`config.mk`:
```
export PLATFORM = sky130hd
export DESIGN_NAME = if_id_buffer
export DESIGN_NICKNAME = d
export VERILOG_FILES = /design/src/rtl/cpu_pkg.sv /design/src/rtl/ifid_entry_reg.sv /design/src/rtl/if_id_buffer.sv
export SDC_FILE = /design/constraint.sdc
export NUM_CORES = 1
export LEC_CHECK = 0
export ABC_AREA = 1
export BUFFER_PORTS_ARGS = -buffer_cell sky130_fd_sc_hd__buf_2
export CAP_MARGIN = 10
export CORE_MARGIN = 2
export CORE_UTILIZATION = 35
export CTS_BUF_LIST = sky130_fd_sc_hd__clkbuf_16
export DETAILED_ROUTE_END_ITERATION = 12
export REMOVE_ABC_BUFFERS = 1
export SLEW_MARGIN = 20
export SYNTH_ARGS = -nofsm -noshare
export SYNTH_HDL_FRONTEND = slang
export SYNTH_SLANG_ARGS = --single-unit
```
`constraint.sdc`:
```
create_clock -name clk -period 7.08 [get_ports clk]
set_clock_uncertainty 0.2 [all_clocks]
set_input_delay 0.354 -clock clk [delete_from_list [all_inputs] [get_ports clk]]
set_output_delay 0.354 -clock clk [all_outputs]
set_load 0.005 [all_outputs]
```
`src/rtl/cpu_pkg.sv`:
```
// Shared types and constants for the fetch/decode boundary.
// Provides the IF/ID state encoding, the entry record carried between the two
// stages, and the bubble encoding presented to decode.
package cpu_pkg;

  localparam int XLEN = 32;

  // Instruction word decode treats as a no-op bubble.
  localparam logic [XLEN-1:0] NOP_INSTR = 32'h0000_0000;

  typedef enum logic [1:0] {
    EMPTY = 2'd0,  // output register holds a bubble
    FULL  = 2'd1,  // output register valid, skid empty
    SKID  = 2'd2   // output register and skid both valid
  } ifid_state_t;

  typedef struct packed {
    logic [XLEN-1:0] instr;
    logic [XLEN-1:0] pc_plus_4;
    logic            interrupt;
  } ifid_entry_t;

  // Turn an entry into a bubble. PC+4 is kept so decode still sees the last
  // real PC+4 while the pipeline is idle.
  function automatic ifid_entry_t make_bubble(input ifid_entry_t e,
                                              input logic [XLEN-1:0] nop);
    ifid_entry_t b;
    b.instr     = nop;
    b.pc_plus_4 = e.pc_plus_4;
    b.interrupt = 1'b0;
    return b;
  endfunction

endpackage

```
`src/rtl/ifid_entry_reg.sv`:
```
// Purpose: one IF/ID entry register (instr, PC+4, interrupt tag).
// Latency: 1 cycle from load to q; clear has priority over load.
// Backpressure: none; the owner decides when to load or clear.
// Ports: clk/rst (async active-high), load (capture d), clear (turn into a
//        bubble), d (incoming entry), q (held entry).
module ifid_entry_reg
  import cpu_pkg::*;
#(
  parameter logic [XLEN-1:0] NOP = NOP_INSTR
) (
  input  logic        clk,
  input  logic        rst,
  input  logic        load,
  input  logic        clear,
  input  ifid_entry_t d,
  output ifid_entry_t q
);

  always_ff @(posedge clk or posedge rst) begin
    if (rst) begin
      q <= '{instr: NOP, pc_plus_4: '0, interrupt: 1'b0};
    end else if (clear) begin
      q <= make_bubble(q, NOP);
    end else if (load) begin
      q <= d;
    end
  end

endmodule

```
`src/rtl/if_id_buffer.sv`:
```
// Purpose: IF/ID pipeline register with a one-entry skid for in-flight fetches.
// Latency: 1 cycle from accepted fetch to decode outputs when not stalled.
// Backpressure: fetch_stall is high while the skid is occupied; flush drops everything.
// Ports: clk, rst (async active-high); stall/flush from hazard unit;
//        instr_valid/instr_in/pc_plus_4_in/interrupt_in from fetch;
//        instr_out/pc_plus_4_out/interrupt_out/valid_out to decode; fetch_stall to fetch.
module if_id_buffer
  import cpu_pkg::XLEN, cpu_pkg::ifid_state_t, cpu_pkg::ifid_entry_t,
         cpu_pkg::EMPTY, cpu_pkg::FULL, cpu_pkg::SKID;
#(
  parameter int                DATA_W    = 32,
  parameter logic [DATA_W-1:0] NOP_INSTR = cpu_pkg::NOP_INSTR
) (
  input  logic              clk,
  input  logic              rst,
  input  logic              stall,
  input  logic              flush,
  input  logic              instr_valid,
  input  logic [DATA_W-1:0] instr_in,
  input  logic [DATA_W-1:0] pc_plus_4_in,
  input  logic              interrupt_in,
  output logic [DATA_W-1:0] instr_out,
  output logic [DATA_W-1:0] pc_plus_4_out,
  output logic              interrupt_out,
  output logic              valid_out,
  output logic              fetch_stall
);

  // The entry record is fixed to the package word width.
  if (DATA_W != XLEN) begin : g_width_check
    $error("if_id_buffer: DATA_W must equal cpu_pkg::XLEN");
  end

  ifid_state_t state, state_nxt;
  ifid_entry_t in_entry, out_d, out_q, skid_q;
  logic        accept;
  logic        out_load, out_clear, out_from_skid;
  logic        skid_load, skid_clear;

  // flush suppresses acceptance of a same-cycle fetch.
  assign accept   = instr_valid & ~flush;
  assign in_entry = '{instr: instr_in, pc_plus_4: pc_plus_4_in, interrupt: interrupt_in};

  // State register
  always_ff @(posedge clk or posedge rst) begin
    if (rst) state <= EMPTY;
    else     state <= state_nxt;
  end

  // Next-state logic
  always_comb begin
    state_nxt = state;
    if (flush) begin
      state_nxt = EMPTY;
    end else begin
      unique case (state)
        EMPTY:   if (accept) state_nxt = FULL;
        FULL: begin
          if (stall) state_nxt = accept ? SKID : FULL;
          else       state_nxt = accept ? FULL : EMPTY;
        end
        SKID:    if (!stall) state_nxt = FULL;
        default: state_nxt = EMPTY;
      endcase
    end
  end

  // Datapath control
  always_comb begin
    out_load      = 1'b0;
    out_clear     = 1'b0;
    out_from_skid = 1'b0;
    skid_load     = 1'b0;
    skid_clear    = 1'b0;
    if (flush) begin
      out_clear  = 1'b1;
      skid_clear = 1'b1;
    end else begin
      unique case (state)
        // A bubble may be overwritten even while decode is stalled.
        EMPTY: out_load = accept;
        FULL: begin
          if (stall) begin
            skid_load = accept;
          end else begin
            out_load  = accept;
            out_clear = ~accept;
          end
        end
        // Any fetch presented here is ignored; only the skid drains.
        SKID: begin
          if (!stall) begin
            out_load      = 1'b1;
            out_from_skid = 1'b1;
            skid_clear    = 1'b1;
          end
        end
        default: out_clear = 1'b1;
      endcase
    end
  end

  assign out_d = out_from_skid ? skid_q : in_entry;

  ifid_entry_reg #(.NOP(NOP_INSTR)) u_out_reg (
    .clk   (clk),
    .rst   (rst),
    .load  (out_load),
    .clear (out_clear),
    .d     (out_d),
    .q     (out_q)
  );

  ifid_entry_reg #(.NOP(NOP_INSTR)) u_skid_reg (
    .clk   (clk),
    .rst   (rst),
    .load  (skid_load),
    .clear (skid_clear),
    .d     (in_entry),
    .q     (skid_q)
  );

  // Outputs
  assign instr_out     = out_q.instr;
  assign pc_plus_4_out = out_q.pc_plus_4;
  assign interrupt_out = out_q.interrupt;
  assign valid_out     = (state != EMPTY);
  assign fetch_stall   = (state == SKID);

  // Fetch must hold off while the skid is occupied (a flush cycle is exempt).
  a_no_fetch_in_skid: assert property (
    @(posedge clk) disable iff (rst) (state == SKID && !flush) |-> !instr_valid);

endmodule

```
==> results.tsv <==
metric	value	unit
outcome	finished, final reports clean	
place.gp.congestion	0.7816	
die_area	18330	sq um
final_nets	1054	
num_rows	48	
report.final.hold_viol_count	0	
yosysTopAreaCellShare	54.66	%
power_density	243.7	nW/um^2
crit_buf_inv	2	
clk_pin_slew	50	ps
finalCritPeriodShare	36.27	%
synth_ff_type	dfrtp_1	
cts.sinks	132	
async_flop_share	100.0	%
yosysWarnings	0	
cts_resized	0	
drtIter0Drc	273	
grt_max_degree	73	
min_period	2568	ps
antenna_found_initial	0	
cp_top_family	simple AND/OR/NAND/NOR gates	
setup-violations-final	0	
rsz0062_at_grt	no	
syn_area	6043	sq um
htree_levels	4	
path_class	flip-flop to flip-flop	
synthCells	796	
vias_per_cell	4.418	
hp-class	input port to flip-flop	
cp_cell_sequence	inv_2 -> nand3_2 -> nand2_1 -> nor2_4 -> nor2_4 -> buf_4 -> nand2_1 -> nand2_1	
place_hpwl	9.017	mm
syn2layout_area_growth	31.99	%
drv_slew	0	
end_kind	flip-flop	
pin_count	137	
max_freq	389.5	MHz
yosysUniqueCellTypes	20	
routedWlPerCell	12.55	um
start_util	35.31	%
avgSynthCellArea	7.592	sq um
ant_nets	0	
portBuffers	136	
reg2reg_from	state[0]	
die_w	135.4	um
drc	0	
cp-start-kind	flip-flop	
power.leakage	4.459	nW
drt_first_pass_iters	4	
r2r-end	u_out_reg.q[30]	
numCtsBuffers	17	
grt_pass1_wl	25.81	mm
cp_max_fo	39	
cpMostUsedCell	nand2_1	
synth-seq-area-share	54.66	%
cp.arrival	2660	ps
core_area	17120	sq um
worst_pin_slew	934.4	ps
die_h	135.4	um
grt_pass1_vias	5151	
hold_depth	3	
drive_above_1_share	18.25	%
cts-root-buf	clkbuf_16	
synth.most_common_cell	nand2_1	
peakVddDrop	0.1532	mV
drv_cap	0	
vias	5377	
grtUsageTotal	17.78	%
synth_area_leaders	dfrtp_1 (55%), nand2_1 (31%), nand3_1 (3.1%), inv_1 (2.3%), buf_2 (1.7%)	
synth_edf_count	0	
routed_wl	15.27	mm
synth_top_cell_by_area	dfrtp_1	
finalSetupTns	0	ps
min_to	state[0]	
rrSetupSlack	4510	ps
synth.top_cells.by_count	nand2_1 (493), dfrtp_1 (132), inv_1 (37), nand3_1 (37), buf_2 (20)	
clk_latency	400	ps
cts_tree	done	
grt_overflow_total	0	
ys_ff_latch	132	
clockBufferDepth	2	
reg2reg_depth	8	
hold-worst-slack	35.67	ps
crit_slowest_cell	nor2_4	
antenna_cells	0	
slew_headroom	37.71	%
min_from	instr_valid	
critPathMaxStageDelay	640	ps
cts_setup_buffers	0	
critPathRequiredTime	7170	ps
[power breakdown]
group	total (W)	leakage, nW	switching, W	internal (W)
Sequential	0.000920	1.75	0.0000556	0.000865
Combinational	0.000291	2.46	0.000155	0.000136
Clock	0.000732	0.251	0.000303	0.000428
[tightest hold or removal path: cells and delay by family]
family / cells / cell delay (ps)
simple gates: 1 / 80
compound gates: 1 / 70
buf+inv: 1 / 100
[final cells by class]
class                      instances  area [sq um]
tap                              225         281.5
fill                            1724          9140
inverter                          41         158.9
timing repair buffer             209          1394
clock inverter                    13         56.30
clock buffer                      17         425.4
multi-input combinational        580          2357
sequential                       132          3303
[logic make-up (layout without fill, tap and decap cells)]
logic type	after synthesis	count (layout)	synth area share, %
DFF	132	132	54.66
buffers and inverters	84	280	6.749
AOI/OAI and AO/OA	36	36	3.085
and+or+nand+nor	541	541	34.89
adders and majority gates	3	3	0.6212
[timing repair]
item,in CTS,in global routing
endpoints found under the setup margin,0,0
hold buffers,66,0
hold endpoints to repair,125,0
[per-stage QoR]
step	worst slack [ps]	instances	total power, W	instance area, sq um	utilization [%]
floorplan	2721	753	0.001070	5789	-
global placement	3946	1121	0.001195	6834	39.93
detailed placement	4108	1121	0.001200	6834	39.93
CTS	4475	1217	0.001976	7976	46.60
global route	4232	1217	0.002070	7976	46.60
finish	4512	1217	0.001943	7976	46.60
[metal layers]
metal	GRT usage (%)	wire length, um	vias to the layer above	part of all wire, %
li1	-	-	2782	-
met1	23.79	7295	2459	48
met2	29.16	7242	126	47
met3	4.190	625	10	4.1
met4	4.630	111	0	0.73
met5	0	0	-	0
[worst max path at each step]
stage              from                to  slack [ps]  depth (start not counted)
3_3_place_gp      flush  u_skid_reg.q[27]        3950                         11
3_5_place_dp      flush   u_out_reg.q[30]        4110                         12
5_1_grt        state[0]    u_out_reg.q[5]        4230                          8
4_1_cts        state[0]   u_out_reg.q[30]        4480                          8
2_1_floorplan     flush  u_skid_reg.q[10]        2720                          9
6_report       state[0]   u_out_reg.q[30]        4510                          8
[sequential cells by signal (all words and copies together), names as in the netlist]
| register | cells |
|---|---|
| u_skid_reg.q | 65 |
| state | 2 |
| u_out_reg.q | 65 |
[layout by cell type, fill, tap and decap left out, types with 2 or more instances in the layout]
cell / count
buf_2: 136
buf_4: 7
clkbuf_16: 17
clkinv_1: 5
clkinv_2: 3
dfrtp_1: 132
dlygate4sd3_1: 66
ha_1: 3
inv_1: 39
inv_2: 5
nand2_1: 493
nand2_2: 2
nand3_1: 36
nand3_2: 2
nor2_1: 2
nor2_4: 5
o21ai_0: 15
o21ai_1: 18
Power figures use the tool's default switching activity.
